===== config.mk =====
export PLATFORM = sky130hd
export DESIGN_NAME = mem_access_arbiter
export DESIGN_NICKNAME = d
export VERILOG_FILES = /design/src/rtl/mem_access_arbiter_pkg.sv /design/src/rtl/mem_access_arbiter_grant_pick.sv /design/src/rtl/mem_access_arbiter.sv
export SDC_FILE = /design/constraint.sdc
export NUM_CORES = 1
export LEC_CHECK = 0
export CELL_PAD_IN_SITES_DETAIL_PLACEMENT = 2
export CELL_PAD_IN_SITES_GLOBAL_PLACEMENT = 2
export CORE_ASPECT_RATIO = 1.4
export CORE_MARGIN = 5
export CORE_UTILIZATION = 25
export DETAILED_ROUTE_END_ITERATION = 16
export GPL_TIMING_DRIVEN = 0
export PLACE_DENSITY = 0.86
export SLEW_MARGIN = 20
export SYNTH_ARGS = -nofsm -noshare
export SYNTH_HDL_FRONTEND = slang
export SYNTH_HIERARCHICAL = 1
export SYNTH_SLANG_ARGS = --single-unit

===== constraint.sdc =====
create_clock -name CLK -period 5.4 [get_ports CLK]
set_input_delay 1.08 -clock CLK [delete_from_list [all_inputs] [get_ports CLK]]
set_output_delay 1.08 -clock CLK [all_outputs]
set_load 0.005 [all_outputs]

===== src/rtl/mem_access_arbiter_pkg.sv =====
// Shared types for the memory access arbiter.
// Holds FSM state encodings, requester port ids and default widths.
package mem_access_arbiter_pkg;

    localparam int ARB_ADDR_W = 26;
    localparam int ARB_DATA_W = 32;

    typedef enum logic [1:0] {
        ARB_IDLE   = 2'd0,
        ARB_ACCESS = 2'd1,
        ARB_DONE   = 2'd2
    } arb_state_e;

    typedef enum logic {
        ARB_PORT_I = 1'b0,
        ARB_PORT_D = 1'b1
    } arb_port_e;

endpackage


===== src/rtl/mem_access_arbiter_grant_pick.sv =====
// Combinational winner select between fetch and data requesters.
// Ports: i_req_i, d_req_i, last_i (last granted port) -> valid_o, port_o.
import mem_access_arbiter_pkg::*;

module mem_arb_grant_pick #(
    parameter bit RR_MODE = 1'b1
) (
    input  logic      i_req_i,
    input  logic      d_req_i,
    input  arb_port_e last_i,
    output logic      valid_o,
    output arb_port_e port_o
);

    always_comb begin
        valid_o = i_req_i | d_req_i;
        port_o  = ARB_PORT_D;
        unique case (1'b1)
            (i_req_i && !d_req_i): port_o = ARB_PORT_I;
            (!i_req_i && d_req_i): port_o = ARB_PORT_D;
            (i_req_i && d_req_i): begin
                // Tie: round-robin hands it to whoever did not win last.
                if (RR_MODE && last_i == ARB_PORT_D) begin
                    port_o = ARB_PORT_I;
                end else begin
                    port_o = ARB_PORT_D;
                end
            end
            default: port_o = ARB_PORT_D;
        endcase
    end

endmodule


===== src/rtl/mem_access_arbiter.sv =====
// Arbitrates the single memory port between fetch (I) and load/store (D).
// Ports: CLK/RST, I_* fetch side, D_* data side, MEM_* memory side, BUSY.
import mem_access_arbiter_pkg::*;

module mem_access_arbiter #(
    parameter int ADDR_W      = ARB_ADDR_W,
    parameter int DATA_W      = ARB_DATA_W,
    parameter int MEM_LATENCY = 2,
    parameter bit RR_MODE     = 1'b1
) (
    input  logic              CLK,
    input  logic              RST,
    input  logic              I_REQ,
    input  logic [ADDR_W-1:0] I_ADDR,
    output logic [DATA_W-1:0] I_RDATA,
    output logic              I_ACK,
    input  logic              D_REQ,
    input  logic              D_WE,
    input  logic [ADDR_W-1:0] D_ADDR,
    input  logic [DATA_W-1:0] D_WDATA,
    output logic [DATA_W-1:0] D_RDATA,
    output logic              D_ACK,
    output logic [ADDR_W-1:0] MEM_ADDR,
    output logic              MEM_READ,
    output logic              MEM_WRITE,
    output logic [DATA_W-1:0] MEM_DATA_IN,
    input  logic [DATA_W-1:0] MEM_DATA_OUT,
    output logic              BUSY
);

    localparam int CNT_W = (MEM_LATENCY > 1) ? $clog2(MEM_LATENCY) : 1;
    localparam logic [CNT_W-1:0] CNT_LOAD = CNT_W'(MEM_LATENCY - 1);

    arb_state_e        state_q, state_d;
    logic [CNT_W-1:0]  cnt_q, cnt_d;
    logic [ADDR_W-1:0] addr_q, addr_d;
    logic              we_q, we_d;
    logic [DATA_W-1:0] wdata_q, wdata_d;
    arb_port_e         owner_q, owner_d;
    arb_port_e         last_q, last_d;
    logic [DATA_W-1:0] irdata_q, irdata_d;
    logic [DATA_W-1:0] drdata_q, drdata_d;

    logic      gnt_valid;
    arb_port_e gnt_port;

    mem_arb_grant_pick #(
        .RR_MODE (RR_MODE)
    ) u_pick (
        .i_req_i (I_REQ),
        .d_req_i (D_REQ),
        .last_i  (last_q),
        .valid_o (gnt_valid),
        .port_o  (gnt_port)
    );

    always_ff @(posedge CLK or posedge RST) begin
        if (RST) begin
            state_q  <= ARB_IDLE;
            cnt_q    <= '0;
            addr_q   <= '0;
            we_q     <= 1'b0;
            wdata_q  <= '0;
            owner_q  <= ARB_PORT_I;
            // Pointing at data makes the first tie go to fetch.
            last_q   <= ARB_PORT_D;
            irdata_q <= '0;
            drdata_q <= '0;
        end else begin
            state_q  <= state_d;
            cnt_q    <= cnt_d;
            addr_q   <= addr_d;
            we_q     <= we_d;
            wdata_q  <= wdata_d;
            owner_q  <= owner_d;
            last_q   <= last_d;
            irdata_q <= irdata_d;
            drdata_q <= drdata_d;
        end
    end

    always_comb begin
        state_d     = state_q;
        cnt_d       = cnt_q;
        addr_d      = addr_q;
        we_d        = we_q;
        wdata_d     = wdata_q;
        owner_d     = owner_q;
        last_d      = last_q;
        irdata_d    = irdata_q;
        drdata_d    = drdata_q;
        MEM_ADDR    = '0;
        MEM_READ    = 1'b0;
        MEM_WRITE   = 1'b0;
        MEM_DATA_IN = '0;
        I_ACK       = 1'b0;
        D_ACK       = 1'b0;

        unique case (state_q)
            ARB_IDLE: begin
                if (gnt_valid) begin
                    state_d = ARB_ACCESS;
                    owner_d = gnt_port;
                    last_d  = gnt_port;
                    cnt_d   = CNT_LOAD;
                    if (gnt_port == ARB_PORT_D) begin
                        addr_d  = D_ADDR;
                        we_d    = D_WE;
                        wdata_d = D_WDATA;
                    end else begin
                        addr_d  = I_ADDR;
                        we_d    = 1'b0;
                        wdata_d = '0;
                    end
                end
            end
            ARB_ACCESS: begin
                MEM_ADDR    = addr_q;
                MEM_READ    = !we_q;
                MEM_WRITE   = we_q;
                MEM_DATA_IN = we_q ? wdata_q : '0;
                if (cnt_q == '0) begin
                    if (!we_q) begin
                        if (owner_q == ARB_PORT_D) begin
                            drdata_d = MEM_DATA_OUT;
                        end else begin
                            irdata_d = MEM_DATA_OUT;
                        end
                    end
                    state_d = ARB_DONE;
                end else begin
                    cnt_d = cnt_q - 1'b1;
                end
            end
            ARB_DONE: begin
                I_ACK   = (owner_q == ARB_PORT_I);
                D_ACK   = (owner_q == ARB_PORT_D);
                state_d = ARB_IDLE;
            end
            default: state_d = ARB_IDLE;
        endcase
    end

    assign I_RDATA = irdata_q;
    assign D_RDATA = drdata_q;
    assign BUSY    = (state_q != ARB_IDLE);

endmodule


# --- After elaboration in Yosys (flattened, before gate mapping) ---
# Cells that the tools add are included.
# W data, S select, Z words.
word_totals:
  ff_bits: 128
  in_bits: 121
  word_cells: 48
classes:
  add_sub_neg: 1
  n_eq_ne: 4
  mux: 18
  bitwise_logic: 4
  n_reduce_logical: 12
op_table:
  columns: ["operator", "n"]
  rows:
  - ["$mux W32", 3]
  - ["$mux W26", 2]
  - ["$mux W1", 8]
  - ["$reduce_and A4 Y1", 2]
  - ["$reduce_and A2 Y1", 3]
  - ["$mux W2", 2]
  - ["$ne A2 B2 Y1 const B", 2]
  - ["$pmux W1 S2", 2]
  - ["$pmux W2 S2", 1]
  - ["$reduce_bool A2 Y1", 2]
  - ["$not A1 Y1", 3]
  - ["$eq A2 B1 Y1 const B", 1]
  - ["$eq A2 B2 Y1 const B", 1]
  - ["$logic_and A1 B1 Y1", 2]
  - ["$logic_not A1 Y1", 2]
  - ["$logic_not A2 Y1", 1]
  - ["$or A1 B1 Y1", 1]
  - ["$sub A1 B1 Y1 const B", 1]

# --- Longest topological paths before layout ---
# Gate-level depths: netlist of run 1.
depth:
  ltp_word: 4
  mapped_depth: 7
  mapped_depth_nobuf: 4

# --- Hierarchy ---
# Netlist of run 1, hierarchy kept.
by_module_without_submodules:
  columns: ["module", "n_inst", "cells_each", "area_per_inst_um2", "seq_area_each_um2"]
  rows:
  - ["mem_access_arbiter", 1, 483, 5532.8, 3204.3]
  - ["mem_arb_grant_pick", 1, 3, 15.0, 0.0]

# --- Worst setup path after synthesis of run 1 ---
# Ideal clock, no wire load.
synth_path:
  path_kind: "input -> register"
  startpoint: "input D_REQ"
  endpoint: "register owner_q"
  t_arrival_ps: 2033
  path_slack_ps: 3242
  path_stages: 5
  path_cell_list: "or2_1 or3b_1 clkbuf_1 buf_6 mux2_4"
synth_via:
  elab_chain_len: 3
synth_lines:
  columns: ["item", "line_no", "source"]
  rows:
  - ["from (decl)", "mem_access_arbiter.sv:17", "input logic D_REQ,"]
  - ["$logic_not A1 Y1", "mem_access_arbiter_grant_pick.sv:19", "(i_req_i && !d_req_i): port_o = ARB_PORT_I;"]
  - ["$logic_and A1 B1 Y1", "mem_access_arbiter_grant_pick.sv:19", null]
  - ["$pmux W1 S2", "mem_access_arbiter_grant_pick.sv:18", "unique case (1'b1)"]
  - ["to (signal assigned)", "mem_access_arbiter.sv:75", "owner_q <= owner_d;"]
  - ["to (decl)", "mem_access_arbiter.sv:39", "arb_port_e owner_q, owner_d;"]
# Several ways; a longest one is shown, not always the timed one.
# A chain may end at the register's enable or synchronous reset.

# --- Worst setup path in the final report of run 1 ---
layout_path:
  startpoint: "register state_q[1]"
  endpoint: "output MEM_DATA_IN[15]"
layout_via:
  elab_chain_len: 2
layout_lines:
  columns: ["item", "line_no", "source"]
  rows:
  - ["from (decl)", "mem_access_arbiter.sv:34", "arb_state_e state_q, state_d;"]
  - ["from (signal assigned)", "mem_access_arbiter.sv:70", "state_q <= state_d;"]
  - ["$eq A2 B1 Y1", "mem_access_arbiter.sv:99", "unique case (state_q)"]
  - ["$mux W32", "mem_access_arbiter.sv:99", null]
  - ["to (decl)", "mem_access_arbiter.sv:26", "output logic [DATA_W-1:0] MEM_DATA_IN,"]
# Every way passes these cells.

==> impl_summary.md, run 1 <==
Outcome
The run finished with clean final reports.

Yosys
The mapped netlist covers 5548 sq um. The post-synthesis cell type count is 25. In the synthesized netlist the async set-or-reset flop fraction comes to 100.0%. Yosys attributes the largest share of cell area to sky130_fd_sc_hd__dfrtp_1 (57%), sky130_fd_sc_hd__mux2_2 (9.7%), sky130_fd_sc_hd__nand2_1 (6.5%), sky130_fd_sc_hd__o21ai_1 (5.4%), sky130_fd_sc_hd__mux2i_1 (4.7%). By instance count, the leading cell after synthesis is sky130_fd_sc_hd__dfrtp_1. The number of nets in the synthesized netlist is 607. The Yosys step of the flow raised 6 warnings. The largest area contributor in the netlist is sky130_fd_sc_hd__dfrtp_1. Counting instances in the post-synthesis netlist gives the leading cell types as sky130_fd_sc_hd__dfrtp_1 (127), sky130_fd_sc_hd__nand2_1 (96), sky130_fd_sc_hd__o21ai_1 (60). The sequential cell area fraction in the yosys report is 57.76%. The gate count after technology mapping is 486. The synthesized area divided by synthesized cell count is 11.42 sq um. The top-area cell type share of the netlist area is 57.28%.

After synthesis the netlist holds a flip-flop and latch count of 128. Counting flops with a built-in enable in the synthesized netlist gives 0. The commonest register cell after synthesis is sky130_fd_sc_hd__dfrtp_1.

CTS
Clock latency on the worst-skew pair, taken at its later pin, is 410 ps. Post-CTS timing repair inserted 0 buffers for setup. The number of clock sinks is 128. In this run, CTS created clock tree buffers numbering 17. Clock tree synthesis selected as its root buffer the cell sky130_fd_sc_hd__clkbuf_16. The largest buffer count on any clock path is 2. After clock tree synthesis, the repair step resized 0 gates. The count of hold buffers inserted by post-cts repair is 0. The number of levels in the clock H-tree is 4. TritonCTS built the clock tree. The CTS clock-pin slew for the worst setup and hold paths is 60 ps.

Placed design
After detailed placement, the design holds a cell count of 1031. The cell area reported after detailed placement is 8427 sq um. Summed over all nets, the half-perimeter wirelength after detailed placement is 16050 um.

At the end of routability-driven placement, the weighted congestion stood at 0.7379. Input and output buffers added on the ports amount to 247.

STA
The ratio of final minimum period to clock period is 64.00%. Setup repair after global routing left no endpoint under its margin. The max-slew violation count came to 0. In this run the tightest slew margin relative to its limit is 55.23%. The final critical-path required period is 3456 ps. For the pin with the worst max-slew slack, the measured transition is 671.5 ps. The maximum clock skew at final layout is 5.561 ps.

The final hold violation count is 0. Setup violations remaining at the end of the flow were counted as 0. Timing would allow up to 0.2893 GHz.

Job
Across the run, the number of max-cap violations was 0.

Route
The overall routed net length is 20250 um. Dividing the detail-routed via count by the number of cells gives 4.396. The via count of the routed design is 4677. The pre-antenna-repair detailed-routing pass consisted of 4 iterations.

Dividing the detail-routed wire length by the instance count gives 19.03 um. In the routed design, unresolved DRC markers number 0. In this run, the number of DRC markers left after iteration 0 of detailed routing was 72. The final antenna-violating net count is 0.

Global route
The aggregate global routing overflow is 0. The first-pass GRT wire length is 30920 um. The via count of the first global-routing pass is 5313. The initial antenna violation count is 2. The largest net degree at the start of global routing is 75.

The global router's overall resource usage is 16.02%.

Final layout
The layout overhead on the synthesized area is 63.53%. The count of non-filler cells in the finished layout is 1064. The number of nets in the final layout is 874.

The share of post-route cells with drive strength above 1 is 13.84%. The post-route cell area is 9072 sq um.

Setup path
The type of origin of the critical path is a register. Data on the critical path arrives at its endpoint at 2380 ps. The data required time at the worst endpoint is 4320 ps. In this run the worst path has a maximum fanout of 10. The critical path class is reg2out. The setup check on the worst reg-to-reg path leaves a slack of 3600 ps. STA classifies the critical path endpoint as a primary output.

Pwr
After layout, the design draws a total of 5091 uW. The power per cell area is 561.1 nW/um^2. IR analysis of the VDD net gives a maximum drop of 0.2234 mV. For this design the static power due to leakage is 0.003984 uW.

Floorplanning
Measured along the x axis, the die boundary spans 135.9 um. Once the floorplan was initialized, standard cells occupied 25.38% of the core. The number of primary I/O pins is 248.

The region available for standard cell placement spans 21860 sq um. The die covers 25310 sq um. The row count is 64. The floorplan step set the die height to 186.3 um.

Worst hold path
The tightest min-delay check is of the reg2reg type.
## metal layers
metal	wire (um)	track usage, %	vias up
li1	-	-	2172
met5	13	0	-
met2	11020	30.70	161
met3	1606	6.082	19
met4	311	4.236	2
met1	7290	16.17	2323
## report_power, final
part	switching, uW	internal (uW)
sequential	244	1430
combinational	947	1220
clock	457	798
## flip-flops by register name (all words and copies together) (netlist names)
signal	flops
addr_q	26
we_q	1
D_RDATA	32
state_q	2
I_RDATA	32
wdata_q	32
cnt_q	1
owner_q	1
last_q	1
## placed cells by master (no fill, tap or decap), types with 2 or more instances in the layout
cell type and n:
sky130_fd_sc_hd__clkdlybuf4s50_1 247, sky130_fd_sc_hd__dfrtp_1 127, sky130_fd_sc_hd__nand2_1 96, sky130_fd_sc_hd__o21ai_1 60
sky130_fd_sc_hd__mux2_2 48, sky130_fd_sc_hd__and3_1 32, sky130_fd_sc_hd__and2_1 27, sky130_fd_sc_hd__mux2i_1 26
sky130_fd_sc_hd__clkbuf_1 19, sky130_fd_sc_hd__clkbuf_16 17, sky130_fd_sc_hd__mux2_1 16, sky130_fd_sc_hd__buf_2 11
sky130_fd_sc_hd__buf_6 5, sky130_fd_sc_hd__inv_6 5, sky130_fd_sc_hd__bufinv_16 4, sky130_fd_sc_hd__nor2_1 3
sky130_fd_sc_hd__buf_4 3, sky130_fd_sc_hd__inv_8 2, sky130_fd_sc_hd__mux2_4 2, sky130_fd_sc_hd__clkinv_4 2
## worst max-delay path, cell delays in order (launching register included)
cell and delay (ps):
sky130_fd_sc_hd__dfrtp_1 420, sky130_fd_sc_hd__and2b_1 390, sky130_fd_sc_hd__clkbuf_1 390, sky130_fd_sc_hd__and3_1 230, sky130_fd_sc_hd__clkdlybuf4s50_1 540
## worst paths after layout
kind,endpoint,cells after the start,from
setup / recovery,MEM_DATA_IN[15],4,state_q[1]$_DFFE_PP0P_
hold / removal,addr_q[4]$_DFFE_PP0P_,2,addr_q[4]$_DFFE_PP0P_
setup reg to reg,I_RDATA[21]$_DFFE_PP0P_,4,we_q$_DFFE_PP0P_
hold reg to reg,addr_q[4]$_DFFE_PP0P_,2,addr_q[4]$_DFFE_PP0P_
max in group asynchronous,wdata_q[13]$_DFFE_PP0P_,3,RST
min in group asynchronous,D_RDATA[20]$_DFFE_PP0P_,2,RST
## through the flow
step	setup TNS (ps)	util, %	worst slack [ps]	hold WS (ps)
2_1_floorplan	0	-	909.0	447.4
3_3_place_gp	-155100	38.39	-1233	458.1
3_5_place_dp	0	38.55	2305	469.9
4_1_cts	0	41.49	1862	483.4
5_1_grt	0	41.50	1768	494.1
6_report	0	41.50	1944	476.9
## cell type report
type,count,area (sq um)
clock buffer,19,442.9
clock inverter,13,200.2
timing repair buffer,248,2500
buffer,37,201.4
multi-input combinational,319,2135
fill,2302,12790
antenna,1,2.502
inverter,2,15.01
tap,297,371.6
sequential,128,3204
## logic make-up after synthesis
kind of cell | Yosys count | synth area share, %
buf+inv | 39 | 3.766
simple gates | 167 | 14.84
mux | 92 | 18.22
compound gates | 60 | 5.413
flops | 128 | 57.76
No activity file was read; power rests on OpenSTA's default activity.
==> run 2, diff against run 1 <==
==> constraint.sdc (replaced) <==
create_clock -name CLK -period 3.45 [get_ports CLK]
set_input_delay 0.69 -clock CLK [delete_from_list [all_inputs] [get_ports CLK]]
set_output_delay 0.69 -clock CLK [all_outputs]
set_load 0.005 [all_outputs]
==> run 2 against run 1 <==
Net effect: count of clock-buffer cells in the layout down 2; sequential share of layout area up 0.088 points; critical endpoint is now MEM_DATA_IN[31]; final cell count up 0.19%; highest routed layer is now met4; largest power group unchanged; first-iteration DRC count up 21%.
==> impl_summary.md, run 2 (synthesis results as in run 1) <==
Outcome
The run finished with clean final reports.

CTS
The number of clock sinks came to 128 (unchanged). The worst-skew pair later-pin latency was 410 ps (about the same). The CTS tree is built. The CTS buffer count came to 17 (unchanged). The quantity of gates resized following cts was 0 (unchanged). The number of levels in the clock H-tree came to 4 (unchanged).

The root cell of the clock tree is sky130_fd_sc_hd__clkbuf_16. The CTS clock-pin slew for the worst setup and hold paths is 60 ps (about the same). The count of hold buffers inserted by post-cts repair is 0 (unchanged). The total setup buffers inserted after CTS is 0 (unchanged). The largest buffer count on any clock path was 2 (unchanged).

Global route
The first-pass GRT wire length is 30860 um (-0.18%). The aggregate global routing overflow is 0 (unchanged). The initial antenna violation count came to 0 (-2). The global router's overall resource usage is 15.97% (-0.053 points). The largest net degree at the start of global routing is 35 (-53%). The via count of the first global-routing pass is 5309 (-0.075%).

Floorplanning
The row count was 64 (unchanged). The floorplan die area came to 25310 sq um (unchanged). The floorplan core area is 21860 sq um (unchanged). The y dimension of the die is 186.3 um (unchanged). The starting density of the core is 25.38% (unchanged). The width of the die is 135.9 um (unchanged). The number of primary I/O pins is 248 (unchanged).

STA
The maximum clock frequency is 0.3236 GHz. The maximum clock skew at final layout is 8.864 ps (+3.302 ps). The actual transition at the worst max-transition pin came to 620.0 ps (-51.52 ps). The total of endpoints with negative setup slack in the final report is 0 (unchanged). The worst max-slew margin expressed relative to the limit is 58.67% (+3.4 points).

The worst slack on hold paths is 477.9 ps (+1.062 ps). The final critical-path required period is 3090 ps. The final hold violation count is 0 (unchanged). The ratio of final minimum period to clock period is 89.57%. The max-slew violation count is 0 (unchanged).

Setup repair after global routing left no endpoint under its margin.

Setup path
The worst register-to-register path begins at we_q$_DFFE_PP0P_. The maximum fanout along the worst path is 10 (unchanged). The number of buffer and inverter stages on the critical path is 2 (unchanged). The critical path class is reg2out. The maximum cell stage delay along the critical path is 550 ps (about the same). The critical path starts at state_q[1]$_DFFE_PP0P_. The arrival time of data at the critical path endpoint is 2400 ps (+20 ps). The data required time at the worst endpoint is 2760 ps (-1560 ps). The type of origin of the critical path is a register. The worst setup path is captured at a primary output.

The cell at the slowest stage of the critical path is sky130_fd_sc_hd__clkdlybuf4s50_1. Traced cell by cell, the critical path runs through and2b_1, clkbuf_1, and3_1, clkdlybuf4s50_1. The cell family with the largest share of critical-path delay is buffers and inverters.

Placed design
The last weighted congestion value of the routability-driven placer is 0.7201 (-2.4%). The cell area reported after detailed placement is 8476 sq um (+0.58%). The number of placed instances with taps included is 1034 (+0.29%). The number of port buffers is 247 (unchanged). The total half-perimeter wirelength after legalization and detailed placement is 16070 um (+0.15%).

Final layout
The layout filler cell count was 2337 (+1.5%). The count of non-filler cells in the finished layout is 1066 (+0.19%). The post-route cell area was 9050 sq um (-0.25%).

The library cells used most frequently in the layout, excluding fill and tap cells, are sky130_fd_sc_hd__clkdlybuf4s50_1 (247), sky130_fd_sc_hd__dfrtp_1 (127), sky130_fd_sc_hd__nand2_1 (96), sky130_fd_sc_hd__o21ai_1 (60), sky130_fd_sc_hd__mux2_2 (48). The antenna diode instance count is 0 (-1). The number of nets in the final layout was 877 (+0.34%). The layout overhead on the synthesized area is 63.13%.

Leaving out fill and tap cells, the most frequent cell in the layout is sky130_fd_sc_hd__clkdlybuf4s50_1. The share of post-route cells with drive strength above 1 came to 14.30% (+0.47 points).

Pwr
The static power due to leakage is 0.003969 uW (-0.36%). The net switching component of the power is 2622 uW (+59%). The power per cell area came to 859.8 nW/um^2 (+53%). The clock network fraction of design power is 22.6% (-2.0 points). The combinational share of power is 43.7% (+1.1 points).

The internal power is 5159 uW (+50%). The peak supply drop came to 0.3926 mV (+76%). The fraction of power consumed by sequential logic is 33.6% (+0.8 points). The switching part of the total came to 33.69% (+1.3 points).

Route
The DRC violation count after routing is 0 (unchanged). The number of design-rule violations left by the first detailed-router iteration is 87 (+21%). The number of optimization iterations in the first detailed-route pass is 4 (unchanged). The via count of the routed design is 4694 (+0.36%). The final antenna-violating net count was 0 (unchanged).

The wire length per cell after detailed routing is 18.97 um (-0.30%). The detailed-route vias per instance was 4.403 (+0.18%). The overall routed net length is 20220 um (-0.11%).

Worst hold path
The worst min-delay path class is reg2reg. The startpoint of the most critical hold path is addr_q[24]$_DFFE_PP0P_.

Job
The max-cap check violation count is 0 (unchanged).
run 2: power by group through the flow:
stage | registers (uW) | logic (uW) | clock network (uW)
after CTS | 2630 | 3530 | 1830
after detailed placement | 2660 | 3500 | 0
after global routing | 2720 | 3740 | 1890
final | 2620 | 3400 | 1760
after global placement | 2580 | 3360 | 0
after floorplan | 2580 | 1520 | 0
run 2: layout make-up:
cell class                 instances  area (sq um)  share of cell area [%]
buffer                            37         201.4                   2.226
clock buffer                      17         425.4                   4.701
clock inverter                    15         148.9                   1.645
inverter                           2         11.26                  0.1244
multi-input combinational        319          2135                   23.59
sequential                       128          3204                   35.41
tap                              297         371.6                   4.106
timing repair buffer             251          2552                   28.20
run 2: worst paths after layout:
kind	depth (start not counted)	slack, ps	to
min reg2reg	2	480	addr_q[24]$_DFFE_PP0P_
max	4	360	MEM_DATA_IN[31]
max in group asynchronous	5	1830	wdata_q[18]$_DFFE_PP0P_
min	2	480	addr_q[24]$_DFFE_PP0P_
min in group asynchronous	2	660	D_RDATA[16]$_DFFE_PP0P_
max reg2reg	4	1580	I_RDATA[19]$_DFFE_PP0P_
run 2: through the flow:
step	total power (uW)	util, %	setup slack (ps)	setup TNS, ps
6_report	7781	41.40	359.7	0
5_1_grt	8340	41.40	218.6	0
4_1_cts	7982	41.40	293.1	0
3_5_place_dp	6161	38.77	713.6	0
3_3_place_gp	5941	38.40	-126.1	-13960
2_1_floorplan	4100	-	1180	0
run 2: tightest hold or removal path, stage by stage (launching register included):
cell and delay, ps:
sky130_fd_sc_hd__dfrtp_1 330, sky130_fd_sc_hd__nand2_1 50, sky130_fd_sc_hd__o21ai_1 60
run 2: layer usage:
layer	track usage [%]	routed length, um	vias to the layer above
met5	0	0	-
met4	3.953	230	0
met3	5.436	1512	17
met2	30.56	11230	161
met1	16.66	7245	2342
li1	-	-	2174
